`config.mk`:
```
export PLATFORM = sky130hd
export DESIGN_NAME = hack_ram_reader
export DESIGN_NICKNAME = d
export VERILOG_FILES = /design/src/rtl/hack_ram_reader_pkg.sv /design/src/rtl/hack_ram_reader_csum.sv /design/src/rtl/hack_ram_reader.sv
export SDC_FILE = /design/constraint.sdc
export NUM_CORES = 1
export LEC_CHECK = 0
export BUFFER_PORTS_ARGS = -buffer_cell sky130_fd_sc_hd__buf_2
export CAP_MARGIN = 0
export CORE_ASPECT_RATIO = 0.7
export CORE_MARGIN = 2
export CORE_UTILIZATION = 47
export CTS_BUF_LIST = sky130_fd_sc_hd__clkbuf_8
export DETAILED_ROUTE_END_ITERATION = 8
export GPL_ROUTABILITY_DRIVEN = 0
export PLACE_DENSITY = 0.82
export SYNTH_ARGS = -nofsm -noshare
export SYNTH_HDL_FRONTEND = slang
export SYNTH_HIERARCHICAL = 1
export SYNTH_SLANG_ARGS = --single-unit
```
`constraint.sdc`:
```
create_clock -name clk_i -period 2.01 [get_ports clk_i]
set_input_delay 0.1005 -clock clk_i [delete_from_list [all_inputs] [get_ports clk_i]]
set_output_delay 0.1005 -clock clk_i [all_outputs]
set_load 0.02 [all_outputs]
```
`src/rtl/hack_ram_reader_pkg.sv`:
```
// Shared types and default widths for the Hack RAM8 burst reader.
package hack_ram_reader_pkg;

    localparam int HACK_DATA_W      = 16;
    localparam int HACK_RAM8_ADDR_W = 3;

    typedef enum logic [1:0] {
        IDLE   = 2'd0,
        FETCH  = 2'd1,
        HOLD   = 2'd2,
        FINISH = 2'd3
    } state_e;

endpackage

```
`src/rtl/hack_ram_reader_csum.sv`:
```
// Running modulo-2^DATA_WIDTH sum of streamed words; clear wins over enable.
module hack_ram_reader_csum
    import hack_ram_reader_pkg::*;
#(
    parameter int DATA_WIDTH = HACK_DATA_W
) (
    input  logic                  clk_i,
    input  logic                  rst_i,
    input  logic                  clr_i,
    input  logic                  en_i,
    input  logic [DATA_WIDTH-1:0] data_i,
    output logic [DATA_WIDTH-1:0] sum_o
);

    logic [DATA_WIDTH-1:0] sum_q, sum_d;

    always_comb begin
        sum_d = sum_q;
        if (clr_i)     sum_d = '0;
        else if (en_i) sum_d = sum_q + data_i;
    end

    always_ff @(posedge clk_i) begin
        if (!rst_i) sum_q <= '0;
        else        sum_q <= sum_d;
    end

    assign sum_o = sum_q;

endmodule

```
`src/rtl/hack_ram_reader.sv`:
```
// Burst read master for a Hack RAM8-style memory, streaming words over valid/ready.
// Optional burst checksum enabled by defining HACK_RAM_READER_CHECKSUM_EN.
module hack_ram_reader
    import hack_ram_reader_pkg::*;
#(
    parameter int DATA_WIDTH = HACK_DATA_W,
    parameter int ADDR_WIDTH = HACK_RAM8_ADDR_W
) (
    input  logic                  clk_i,
    input  logic                  rst_i,
    input  logic                  start_i,
    input  logic [ADDR_WIDTH-1:0] base_i,
    input  logic [ADDR_WIDTH:0]   len_i,
    output logic                  busy_o,
    output logic                  done_o,
    output logic [ADDR_WIDTH-1:0] address_o,
    output logic                  load_o,
    input  logic [DATA_WIDTH-1:0] ram_data_i,
    output logic [DATA_WIDTH-1:0] data_o,
    output logic                  valid_o,
    input  logic                  ready_i,
    output logic                  last_o,
    output logic [DATA_WIDTH-1:0] checksum_o
);

    state_e                state_q, state_d;
    logic [ADDR_WIDTH-1:0] ptr_q, ptr_d;
    logic [ADDR_WIDTH:0]   rem_q, rem_d;
    logic [DATA_WIDTH-1:0] data_q, data_d;
    logic                  is_last;
    logic                  hs;
    logic                  accept;

    assign is_last = (rem_q == '0);
    assign hs      = (state_q == HOLD) && ready_i;
    assign accept  = (state_q == IDLE) && start_i;

    always_ff @(posedge clk_i) begin
        if (!rst_i) begin
            state_q <= IDLE;
            ptr_q   <= '0;
            rem_q   <= '0;
            data_q  <= '0;
        end else begin
            state_q <= state_d;
            ptr_q   <= ptr_d;
            rem_q   <= rem_d;
            data_q  <= data_d;
        end
    end

    always_comb begin
        state_d = state_q;
        case (state_q)
            IDLE:    if (start_i) state_d = (len_i == '0) ? FINISH : FETCH;
            FETCH:   state_d = HOLD;
            HOLD:    if (ready_i && is_last) state_d = FINISH;
            FINISH:  state_d = IDLE;
            default: state_d = IDLE;
        endcase
    end

    // A word is pulled from RAM in FETCH and on every non-final handshake,
    // so the read address always points at the word that would come next.
    always_comb begin
        ptr_d  = ptr_q;
        rem_d  = rem_q;
        data_d = data_q;
        if (accept) begin
            ptr_d = base_i;
            rem_d = len_i;
        end else if ((state_q == FETCH) || (hs && !is_last)) begin
            data_d = ram_data_i;
            ptr_d  = ptr_q + ADDR_WIDTH'(1);
            rem_d  = rem_q - (ADDR_WIDTH+1)'(1);
        end
    end

    always_comb begin
        busy_o    = (state_q != IDLE);
        done_o    = (state_q == FINISH);
        valid_o   = (state_q == HOLD);
        last_o    = (state_q == HOLD) && is_last;
        address_o = ptr_q;
        load_o    = 1'b0;
        data_o    = data_q;
    end

`ifdef HACK_RAM_READER_CHECKSUM_EN
    hack_ram_reader_csum #(
        .DATA_WIDTH(DATA_WIDTH)
    ) u_csum (
        .clk_i  (clk_i),
        .rst_i  (rst_i),
        .clr_i  (accept),
        .en_i   (hs),
        .data_i (data_q),
        .sum_o  (checksum_o)
    );
`else
    assign checksum_o = '0;
`endif

endmodule

```
# Word level (Yosys, flattened, before mapping)
# Index checks and enable logic that the tools add are counted.
dict set report word_totals {
  elab_cells 34
  register_bits 25
  out_inout_bits 40
  input_bits 27
}
dict set report classes {
  n_addsub 2
  muxes 8
  reduce_logical 14
  bitwise_logic 1
  eq_ne 5
}
# cell count
set op_table {}
lappend op_table {{4-bit zero test} 2}
lappend op_table {{4-bit two-way mux} 2}
lappend op_table {{2-bit case mux with 4 select lines} 1}
lappend op_table {{2-bit two-way mux} 3}
lappend op_table {{3-bit two-way mux} 2}
lappend op_table {{1-bit logical AND} 5}
lappend op_table {{2-bit equality test (second input constant)} 2}
lappend op_table {{2-bit AND reduction} 2}
lappend op_table {{2-bit nonzero test} 2}
lappend op_table {{4-bit by 1-bit subtractor with 4-bit output (second input constant)} 1}
lappend op_table {{3-bit by 1-bit adder with 3-bit output (second input constant)} 1}
lappend op_table {{2-bit by 1-bit equality test with 1-bit output (second input constant)} 1}
lappend op_table {{2-bit zero test} 1}
lappend op_table {{2-bit by 1-bit inequality test with 1-bit output (second input constant)} 1}
lappend op_table {{2-bit inequality test (second input constant)} 1}
lappend op_table {{1-bit zero test} 1}
lappend op_table {{1-bit logical OR} 1}
lappend op_table {{1-bit NOT} 1}

# Longest topological paths before layout
dict set report logic_depth {
  depth_word 6
  ltp_mapped 7
  mapped_depth_nobuf 6
}

# Worst setup path after synthesis
# No wires, ideal clock.
dict set report synth_timing {
  path_type {register to register}
  from {register state_q[0]}
  to {register data_q[0], in the netlist data_o[0]}
  synth_period_minus_slack_ps 1632
  required_ps 1891
  stages_incl_launch_ff 8
  setup_time_ps 119
  slack_ps 378
  t_arrival_ps 1513
  n_path_buf 1
  cell_sequence {dfxtp_1 > inv_1 > ha_1 > a21oi_1 > nor3_4 > buf_2 > nand3_1 > o21ai_1}
}
dict set report synth_between {
  elab_chain_len 5
  word_cells_on_any_way 9
  classes_between {2 x eq/ne; 1 x bitwise; 6 x reduce/logical}
}
# item line_no
set synth_rtl {}
lappend synth_rtl {{from (decl)} hack_ram_reader.sv:26} ;# state_e state_q, state_d;
lappend synth_rtl {{from (signal assigned)} hack_ram_reader.sv:45} ;# state_q <= state_d;
lappend synth_rtl {{2-bit equality test} -}
lappend synth_rtl {{net valid_o} hack_ram_reader.sv:20} ;# output logic valid_o,
lappend synth_rtl {{1-bit logical AND} hack_ram_reader.sv:35} ;# assign hs = (state_q == HOLD) && ready_i;
lappend synth_rtl {{1-bit logical AND} hack_ram_reader.sv:72} ;# end else if ((state_q == FETCH) || (hs && !is_last)) begin
lappend synth_rtl {{1-bit logical OR} hack_ram_reader.sv:72}
lappend synth_rtl {{2-bit AND reduction (no source line)} -}
lappend synth_rtl {{to (signal assigned)} hack_ram_reader.sv:48} ;# data_q <= data_d;
lappend synth_rtl {{to (decl)} hack_ram_reader.sv:29} ;# logic [DATA_WIDTH-1:0] data_q, data_d;
# The timed path passes the listed nets, and every way through them passes these cells.
# A chain may end at the register's enable or synchronous reset.

# Worst setup path in the final report
dict set report layout_timing {
  from {register state_q[1]}
  to {register ptr_q[1], in the netlist address_o[1]}
}
dict set report layout_between {
  elab_chain_len 5
  word_cells_on_any_way 9
  classes_between {2 x eq/ne; 1 x mux; 6 x reduce/logical}
}
# item line_no
set layout_rtl {}
lappend layout_rtl {{2-bit equality test} hack_ram_reader.sv:35}
lappend layout_rtl {{1-bit logical AND} hack_ram_reader.sv:35}
lappend layout_rtl {{1-bit logical AND} hack_ram_reader.sv:72}
lappend layout_rtl {{1-bit logical OR} hack_ram_reader.sv:72}
lappend layout_rtl {{2-bit nonzero test (no source line)} -}
lappend layout_rtl {{to (signal assigned)} hack_ram_reader.sv:46} ;# ptr_q <= ptr_d;
lappend layout_rtl {{to (decl)} hack_ram_reader.sv:27} ;# logic [ADDR_WIDTH-1:0] ptr_q, ptr_d;
# Several ways; a longest one is shown, not always the timed one.

==> qor.yml <==
slowest_stage: "nor4b_4"
fin_crit_sh_pct: 89.48
ys_seq_elements: 25
grt_max_degree: 48
synth-main-ff-cell: "dfxtp_1"
p_leak_uw: 0.0007677
synth-seq-area-share_pct: 37.00
die_w_um: 68.12
syn_area_per_cell_sq_um: 8.247
most-common-layout-cells: "buf_2 (49), dfxtp_1 (25), nand3_1 (22), nand2_1 (18), conb_1 (17)"
worstPathArrival_ps: 1950
timing.rr.start: "state_q[1]$_SDFFE_PN0P_"
antenna_found_initial: 0
setup_viol: 0
drc: 0
start_kind: "flop"
hold_viol: 0
crit_start: "state_q[1]$_SDFFE_PN0P_"
multi_input_area_sq_um: 739.5
synth_area_sq_mm: 0.001353
yosys_warnings: 6
die_h_um: 48.88
clk_path_buf_depth: 2
cts_made_buffers: 3
gr-total-overflow: 0
timing.hold.ws_ps: 47.55
final_nets: 247
fmax_ghz: 0.5560
cts_tree: "built"
syn_inst: 164
first_iter_violations: 55
fin_skew_ps: 4.337
wirelength_um: 2928
r2r_cells: 6
dpl.hpwl_um: 2094
clk_pin_slew_ps: 90
htree_levels: 1
path_depth: 6
rsz0062_at_grt: "no"
fin_crit_ps: 1799
viasPerCell: 4.968
worstSetupEndpointType: "flop"
grt_first_pass_wirelength_um: 4671
insertion_delay_ps: 270
path_max_fanout: 7
area_growth_pct: 21.09
fin_cells: 247
async_flop_share_pct: 0
post_dp_cell_area_sq_mm: 0.001551
max_slew_margin_pct: 50.29
first_pass_iters: 4
antenna_cells: 0
pwr_density_cell_mw_per_mm2: 1361
rows: 16
coreArea_sq_mm: 0.002763
maxCapViolations: 0
wire_per_inst_um: 11.85
synth_edf_count: 0
seq_area_sq_um: 500.5
hold_path.class: "in2reg"
hp-start: "ram_data_i[8]"
nFillCells: 267
cts_root_buf: "clkbuf_8"
worst_pin_slew_ps: 745.6
clock-sinks: 25
dieArea_sq_mm: 0.003329
utilization_pct: 59.28
ant_nets: 0
start_util_pct: 48.96
cp.required_ps: 2160
dr_total_vias: 1227
critPathTopFamily: "simple AND/OR/NAND/NOR gates"
hold_buffers: 0
track_usage_pct: 17.97
status: "completed"
fin_setup_tns_ps: 0
final_common_cell: "buf_2"
grt_pass1_vias: 1080
io_pins: 67
path_buf_inv: 1
drive_above_1_share_pct: 28.91
hold_depth: 3
finalInstanceArea_sq_mm: 0.001638
path_cells: "inv_1 -> ha_1 -> nor4b_4 -> nor2_2 -> mux2i_1 -> a21oi_1"
port_buffers: 49
ir_drop_uv: 785.4
synth_cell_type_count: 33
slowest_delay_ps: 500
drv_slew: 0
dp_cells: 241
critPathKind: "reg2reg"
==> metrics by stage <==
step / setup slack (ps) / total power (uW)
after floorplan: 377.5 / 1584
after global placement: 6.612 / 1813
after detailed placement: -60.56 / 1844
after CTS: 48.58 / 2190
after global routing: 24.90 / 2402
final: 211.5 / 2229
==> worst reg2reg max path: cells and delay by family, from the launching register on <==
kind | cells | cell delay (ps)
mux | 1 | 200
flops | 1 | 390
buf+inv | 1 | 100
fa+ha+maj | 1 | 250
compound gates | 1 | 80
simple gates | 2 | 670
==> layout make-up <==
cell class              instances  area share, %
inverters                       7          1.604
repair buffers                 52          17.11
multi-input cells             123          45.15
clock inverters                 1         0.3056
clock buffers                   3          2.521
well taps                      36          2.750
flip-flops and latches         25          30.56
==> metal layers <==
layer | up-vias | part of all wire (%) | track usage (%)
li1 | 628 | - | -
met4 | 0 | 1.2 | 3.333
met2 | 40 | 44 | 26.70
met1 | 555 | 48 | 25.47
met5 | - | 0 | 0
met3 | 4 | 6.8 | 6.005
==> synthesized netlist by cell type, types with 2 or more instances <==
cell / n / share of area, %
dfxtp_1: 25 / 37
nand3_1: 22 / 8.1
nand2_1: 18 / 5.0
buf_4: 17 / 9.4
o21ai_1: 16 / 5.9
ha_1: 8 / 7.4
inv_1: 7 / 1.9
a21oi_1: 6 / 2.2
o21ai_0: 6 / 2.2
buf_2: 4 / 1.5
clkbuf_1: 3 / 0.83
o211ai_1: 3 / 1.7
and2_1: 2 / 0.92
buf_1: 2 / 0.56
mux2i_1: 2 / 1.5
nand2b_1: 2 / 0.92
nand4b_1: 2 / 1.3
nor3b_1: 2 / 1.1
o311a_1: 2 / 1.5
xnor2_1: 2 / 1.3
==> state kept, by name (all words and copies together) (netlist names) <==
name,count
rem_q,4
data_o,16
address_o,3
state_q,2
==> cell families after synthesis <==
kind of cell | after synthesis | share of synthesized area, %
other | 1 | 0.2773
buffers and inverters | 33 | 14.25
adder cells (fa/ha/maj) | 8 | 7.401
multiplexers | 2 | 1.480
AO/OA/AOI/OAI | 34 | 13.97
AND/OR/NAND/NOR | 59 | 24.33
flip-flops | 25 | 37.00
XOR/XNOR | 2 | 1.295
==> path summary, 6_finish.rpt <==
| path | endpoint | slack (ps) |
|---|---|---|
| hold reg to reg | data_o[7]$_SDFFE_PN0P_ | 450 |
| setup reg to reg | address_o[1]$_SDFFE_PN0P_ | 210 |
| hold / removal | data_o[8]$_SDFFE_PN0P_ | 50 |
| setup / recovery | address_o[1]$_SDFFE_PN0P_ | 210 |
==> what timing repair did <==
action                     CTS  global route
gates cloned                 1             0
setup endpoints to repair   16            22
pin swaps                    1             1
resized for setup            1             1
buffers inserted             0             1
==> power breakdown <==
part           internal (uW)  switching, uW
registers                656            118
clock network            139            159
logic                    443            714
Power figures use the tool's default switching activity.
